[config.mk]
export PLATFORM = sky130hd
export DESIGN_NAME = aes_mix_columns_seq
export DESIGN_NICKNAME = d
export VERILOG_FILES = /design/src/rtl/aes_mc_pkg.sv /design/src/rtl/aes_mc_row.sv /design/src/rtl/aes_mix_columns_seq.sv
export SDC_FILE = /design/constraint.sdc
export NUM_CORES = 1
export LEC_CHECK = 0
export BUFFER_PORTS_ARGS = -buffer_cell sky130_fd_sc_hd__buf_2
export CAP_MARGIN = 20
export CELL_PAD_IN_SITES_DETAIL_PLACEMENT = 1
export CELL_PAD_IN_SITES_GLOBAL_PLACEMENT = 1
export CORE_ASPECT_RATIO = 1.4
export CORE_MARGIN = 1
export CORE_UTILIZATION = 45
export DETAILED_ROUTE_END_ITERATION = 8
export GPL_TIMING_DRIVEN = 0
export PLACE_DENSITY = 0.82
export SYNTH_ARGS = -nofsm -noshare
export SYNTH_HDL_FRONTEND = slang
export SYNTH_SLANG_ARGS = --single-unit
export TNS_END_PERCENT = 100
[constraint.sdc]
create_clock -name clk -period 6.39 [get_ports clk]
set_clock_uncertainty 0.15 [all_clocks]
set_input_delay 0.639 -clock clk [delete_from_list [all_inputs] [get_ports clk]]
set_output_delay 0.639 -clock clk [all_outputs]
set_load 0.005 [all_outputs]
[src/rtl/aes_mc_pkg.sv]
// Shared types, constants and GF(2^8) helpers for the sequential AES MixColumns engine.
// Coefficient words hold the coefficient for byte k at bits [8k+7:8k].
package aes_mc_pkg;

   typedef enum logic {
      MC_FWD = 1'b0,
      MC_INV = 1'b1
   } mc_mode_t;

   typedef enum logic {
      ST_IDLE = 1'b0,
      ST_RUN  = 1'b1
   } mc_state_t;

   localparam logic [7:0]  AES_POLY    = 8'h1B;
   localparam logic [31:0] MC_FWD_COEF = 32'h01_01_03_02;
   localparam logic [31:0] MC_INV_COEF = 32'h09_0d_0b_0e;

   function automatic logic [7:0] xtime(input logic [7:0] a);
      return {a[6:0], 1'b0} ^ (a[7] ? AES_POLY : 8'h00);
   endfunction

   // Shift-and-add multiply; constant coefficients collapse to a few xtime stages.
   function automatic logic [7:0] gf_mul(input logic [7:0] a, input logic [7:0] c);
      logic [7:0] acc;
      logic [7:0] p;
      acc = 8'h00;
      p   = a;
      for (int i = 0; i < 8; i++) begin
         if (c[i]) acc = acc ^ p;
         p = xtime(p);
      end
      return acc;
   endfunction

endpackage

[src/rtl/aes_mc_row.sv]
// One output byte of (Inv)MixColumns: the selected row's rotated coefficient
// vector dotted with a four-byte column in GF(2^8).
module aes_mc_row
   import aes_mc_pkg::*;
(
   input  logic [3:0] row_oh_i,
   input  logic       mode_i,
   input  logic [7:0] b0_i,
   input  logic [7:0] b1_i,
   input  logic [7:0] b2_i,
   input  logic [7:0] b3_i,
   output logic [7:0] byte_o
);

   logic [31:0] col_w;
   logic [31:0] rot_w;
   logic [31:0] coef_w;

   // Rotating the column left by r bytes is the same as rotating the coefficients right by r.
   always_comb begin
      col_w = {b3_i, b2_i, b1_i, b0_i};
      rot_w = col_w;
      if (row_oh_i[0])      rot_w = col_w;
      else if (row_oh_i[1]) rot_w = {col_w[7:0],  col_w[31:8]};
      else if (row_oh_i[2]) rot_w = {col_w[15:0], col_w[31:16]};
      else if (row_oh_i[3]) rot_w = {col_w[23:0], col_w[31:24]};

      coef_w = (mc_mode_t'(mode_i) == MC_INV) ? MC_INV_COEF : MC_FWD_COEF;

      byte_o = gf_mul(rot_w[7:0],   coef_w[7:0])
             ^ gf_mul(rot_w[15:8],  coef_w[15:8])
             ^ gf_mul(rot_w[23:16], coef_w[23:16])
             ^ gf_mul(rot_w[31:24], coef_w[31:24]);
   end

endmodule

[src/rtl/aes_mix_columns_seq.sv]
// Byte-serial AES (Inv)MixColumns: accepts a block of NCOL columns, then streams
// 4*NCOL result bytes column-major with valid/ready flow control.
module aes_mix_columns_seq
   import aes_mc_pkg::*;
#(
   parameter int NCOL = 4
) (
   input  logic                 clk,
   input  logic                 rst,
   input  logic                 in_valid,
   output logic                 in_ready,
   input  logic [32*NCOL-1:0]   in_data,
   input  logic                 in_inv,
   input  logic                 in_bypass,
   output logic                 out_valid,
   input  logic                 out_ready,
   output logic [7:0]           out_data,
   output logic                 out_last
);

   localparam int              CW       = (NCOL > 1) ? $clog2(NCOL) : 1;
   localparam logic [CW-1:0]   LAST_COL = CW'(NCOL - 1);

   mc_state_t           state_q, state_d;
   logic [1:0]          row_q, row_d;
   logic [CW-1:0]       col_q, col_d;
   logic [32*NCOL-1:0]  data_q;
   mc_mode_t            mode_q;
   logic                bypass_q;

   logic                in_hs;
   logic                out_hs;
   logic                last_byte;
   logic [31:0]         col_word;
   logic [3:0]          row_oh;
   logic [7:0]          mc_byte;
   logic [7:0]          pass_byte;

   always_ff @(posedge clk or posedge rst) begin
      if (rst) begin
         state_q  <= ST_IDLE;
         row_q    <= '0;
         col_q    <= '0;
         data_q   <= '0;
         mode_q   <= MC_FWD;
         bypass_q <= 1'b0;
      end else begin
         state_q <= state_d;
         row_q   <= row_d;
         col_q   <= col_d;
         if (in_hs) begin
            data_q   <= in_data;
            mode_q   <= in_inv ? MC_INV : MC_FWD;
            bypass_q <= in_bypass;
         end
      end
   end

   // A new block may be taken in the same cycle the final byte leaves, so there is no bubble.
   always_comb begin
      out_valid = (state_q == ST_RUN);
      last_byte = out_valid && (row_q == 2'd3) && (col_q == LAST_COL);
      in_ready  = (state_q == ST_IDLE) || (last_byte && out_ready);
      in_hs     = in_valid && in_ready;
      out_hs    = out_valid && out_ready;

      state_d = state_q;
      row_d   = row_q;
      col_d   = col_q;

      if (in_hs) begin
         state_d = ST_RUN;
         row_d   = 2'd0;
         col_d   = '0;
      end else if (out_hs) begin
         if (last_byte) begin
            state_d = ST_IDLE;
            row_d   = 2'd0;
            col_d   = '0;
         end else if (row_q == 2'd3) begin
            row_d = 2'd0;
            col_d = col_q + 1'b1;
         end else begin
            row_d = row_q + 2'd1;
         end
      end
   end

   always_comb begin
      col_word = data_q[31:0];
      for (int c = 0; c < NCOL; c++) begin
         if (col_q == CW'(c)) col_word = data_q[32*c +: 32];
      end
   end

   always_comb begin
      row_oh = 4'b0001 << row_q;
      case (row_q)
         2'd0:    pass_byte = col_word[7:0];
         2'd1:    pass_byte = col_word[15:8];
         2'd2:    pass_byte = col_word[23:16];
         default: pass_byte = col_word[31:24];
      endcase
   end

   aes_mc_row u_row (
      .row_oh_i (row_oh),
      .mode_i   (mode_q == MC_INV),
      .b0_i     (col_word[7:0]),
      .b1_i     (col_word[15:8]),
      .b2_i     (col_word[23:16]),
      .b3_i     (col_word[31:24]),
      .byte_o   (mc_byte)
   );

   always_comb begin
      out_data = out_valid ? (bypass_q ? pass_byte : mc_byte) : 8'h00;
      out_last = last_byte;
   end

endmodule

==> impl_metrics.toml <==
[sta]
period_needed_ns = 5.72
worstMarginPinSlew_ns = 1.29
fin_crit_sh_pct = 89.4
layout_setup_ws_ns = 0.675
max_freq_mhz = 175
finalSetupTns_ns = 0
setup_violations = 0
hold_ws_ns = 0.0452
drv_slew = 0
max_slew_margin_pct = 13.8
rsz0062_at_grt = "false"
final-hold-violation-count = 0

[route]
drt_iter0_markers = 699
drt_wl_total_mm = 31.9
post_drt_wl_per_cell_um = 25.5
route.detailed.drc = 0
drtPass1Iterations = 5
viasPerCell = 6.15
antenna_left = 0
via_count = 7688

[clocking]
cts-root-buf = "clkbuf_16"
clkSinkCount = 135
h-tree-depth = 4
clk_pin_slew_worst_paths_ns = 0.06
ctsResizeCount = 0
cts_buffers = 17
insertion_delay_ns = 0.43
cts_tree = "done"
post_cts.repair.setup_buffers = 0
cts_max_path_buffers = 2
cts_hold_buffers = 0

[global_routing]
grt_pass1_vias = 8330
grt_max_degree = 100
grt_usage_pct = 33.2
grt_overflow = 0
grt_pass1_wl_mm = 49.4
grt_antenna_before_repair = 0

[final_layout]
nets = 1137
drive_gt1_share_pct = 34.1
regArea_um2 = 3380
fillers = 2120
antenna_cells = 0
multi_input_area_um2 = 4910
syn2layout_area_growth_pct = 19.2

[yosys]
avgSynthCellArea_um2 = 10.5
post_synth_num_cell_types = 74
synth-async-reset-ratio_pct = 100
synth_cells = 831
yosys_warnings = 0
synth_top_area_share_pct = 38.8
synthFlopType = "dfrtp_1"
syn-num-nets = 973
yosysSeqAreaShare_pct = 38.8
synth_top_area_cell = "dfrtp_1"
syn-cell-area_um2 = 8710
ys_top_cells_by_area = "dfrtp_1, mux2_2, xnor2_1"
ys_ff_latch = 135
synth_edf_count = 0

[placed_design]
place_ws_ns = 1.37
io_buffers = 144
dp_hpwl_mm = 23.5
gp_congestion = 0.945

[die]
core_um2 = 18800
rows = 59
die_width_um = 120
die_h_um = 167
initial_core_util_pct = 46.4
ios = 145
dieArea_um2 = 19900

[worst_setup_path]
required_ns = 5.60
critPathKind = "reg2out"
cp-start-kind = "flip-flop"
cp.arrival_ns = 4.93
critPathCaptureType = "output port"
path_max_fanout = 10

[outcome]
status = "completed"

[job]
cap_violations = 0

[hold_path]
min_path_type = "in2async"
stage by stage:
stage	area, µm²	utilization (%)	std cells
5_1_grt	10400	55.4	1250
4_1_cts	10400	55.4	1250
6_report	10400	55.4	1250
3_5_place_dp	9770	52.1	1220
2_1_floorplan	8710	-	831
3_3_place_gp	9730	51.9	1219
cell usage in the layout, fill, tap and decap left out, types with 4 or more instances in the layout:
cell       Yosys  routed
xnor3_1        8       8
nand2b_1      17      17
ha_1           8       8
xnor2_1       45      45
nor2_1        26      26
dfrtp_1      135     135
a22oi_1        8       8
buf_2         13     157
and2_1         5       5
o211ai_1      12      12
o221a_2        5       5
o21ai_0       43      43
xor2_1        15      15
mux2i_1       26      26
a21oi_1       18      18
a211o_1        4       4
clkbuf_1      31      31
clkbuf_16      0      17
a31oi_1        4       4
mux2_2       125     125
inv_1         35      34
o221ai_1      11      11
o31ai_1        5       5
nand2_1       78      78
a222oi_1      12      12
nand3_1       11      11
clkinv_4       0       4
a221oi_1       8       8
o22ai_1       15      15
a221oi_2       5       5
nor2b_1        9       9
a211oi_1      13      13
buf_1          8       8
logic make-up after synthesis:
group                      after synthesis  share of synthesized area, %
xor gates and xnor gates                71                          8.88
and+or+nand+nor                        170                          9.24
adders and majority gates                8                          1.15
DFF                                    135                          38.8
AOI/OAI and AO/OA                      201                          17.3
buffers and inverters                   92                          4.80
muxes                                  154                          19.8
cells in the mapped netlist (3+ instances only):
master,instances
a22o_1,3
o2111ai_1,3
a31oi_1,4
or3_1,3
a211o_1,4
a22oi_1,8
a211oi_1,13
o211a_1,3
clkbuf_1,31
xnor2_1,45
nor3_1,3
xnor3_1,8
xor2_1,15
and2_1,5
a222oi_1,12
nand2b_1,17
mux2_2,125
nor2b_1,9
buf_2,13
a221oi_1,8
nand3_1,11
nor3b_1,3
dfrtp_1,135
o221ai_1,11
o21a_1,3
a221oi_2,5
inv_1,35
buf_12,3
o22ai_1,15
ha_1,8
a21oi_1,18
o21ai_0,43
o211ai_1,12
nand2_1,78
buf_1,8
o31ai_1,5
mux2i_1,26
a221o_1,3
nor2_1,26
o221a_2,5
metal layers:
layer | global-route usage (%) | part of all wire, % | vias up
met3 | 5.65 | 5.3 | 111
met4 | 18.4 | 5.6 | 0
li1 | - | - | 3386
met2 | 58.0 | 51 | 344
met5 | 0 | 0 | -
met1 | 38.2 | 38 | 3847
sequential cells by signal (all words and copies together), names as in the netlist:
name	cells
data_q	128
col_q	2
row_q	2
bypass_q	1
mode_q	1
out_valid	1
worst paths after layout:
path / start / to / slack, ns / cells after the start
min: rst / data_q[5] / 0.05 / 2
max: row_q[0] / out_data[4] / 0.67 / 13
min in group clk: in_data[75] / data_q[75] / 0.26 / 3
max reg2reg: row_q[0] / data_q[103] / 1.40 / 10
max in group asynchronous: rst / data_q[65] / 5.25 / 3
min reg2reg: data_q[84] / data_q[84] / 0.35 / 1
area by class of cell:
type | instances | share of cell area (%)
inverters | 36 | 1.35
clock inverters | 10 | 1.41
plain buffers | 56 | 2.72
well taps | 244 | 2.94
repair buffers | 145 | 7.21
clock buffers | 20 | 4.50
multi-input cells | 604 | 47.3
flip-flops and latches | 135 | 32.5
worst max-delay path: stages (launching register included):
cell,delay (ns)
dfrtp_1,0.45
inv_1,0.16
ha_1,0.24
clkbuf_1,0.44
inv_1,0.26
a21oi_1,0.72
o21bai_1,0.22
a31oi_1,0.58
xnor2_1,0.36
xnor3_1,0.54
and3_1,0.20
mux2i_1,0.12
o21ai_1,0.07
buf_2,0.13
Power is left out: the tool's default activity adds up to more than one toggle a clock period on the data nets, which glitch-free logic cannot reach.
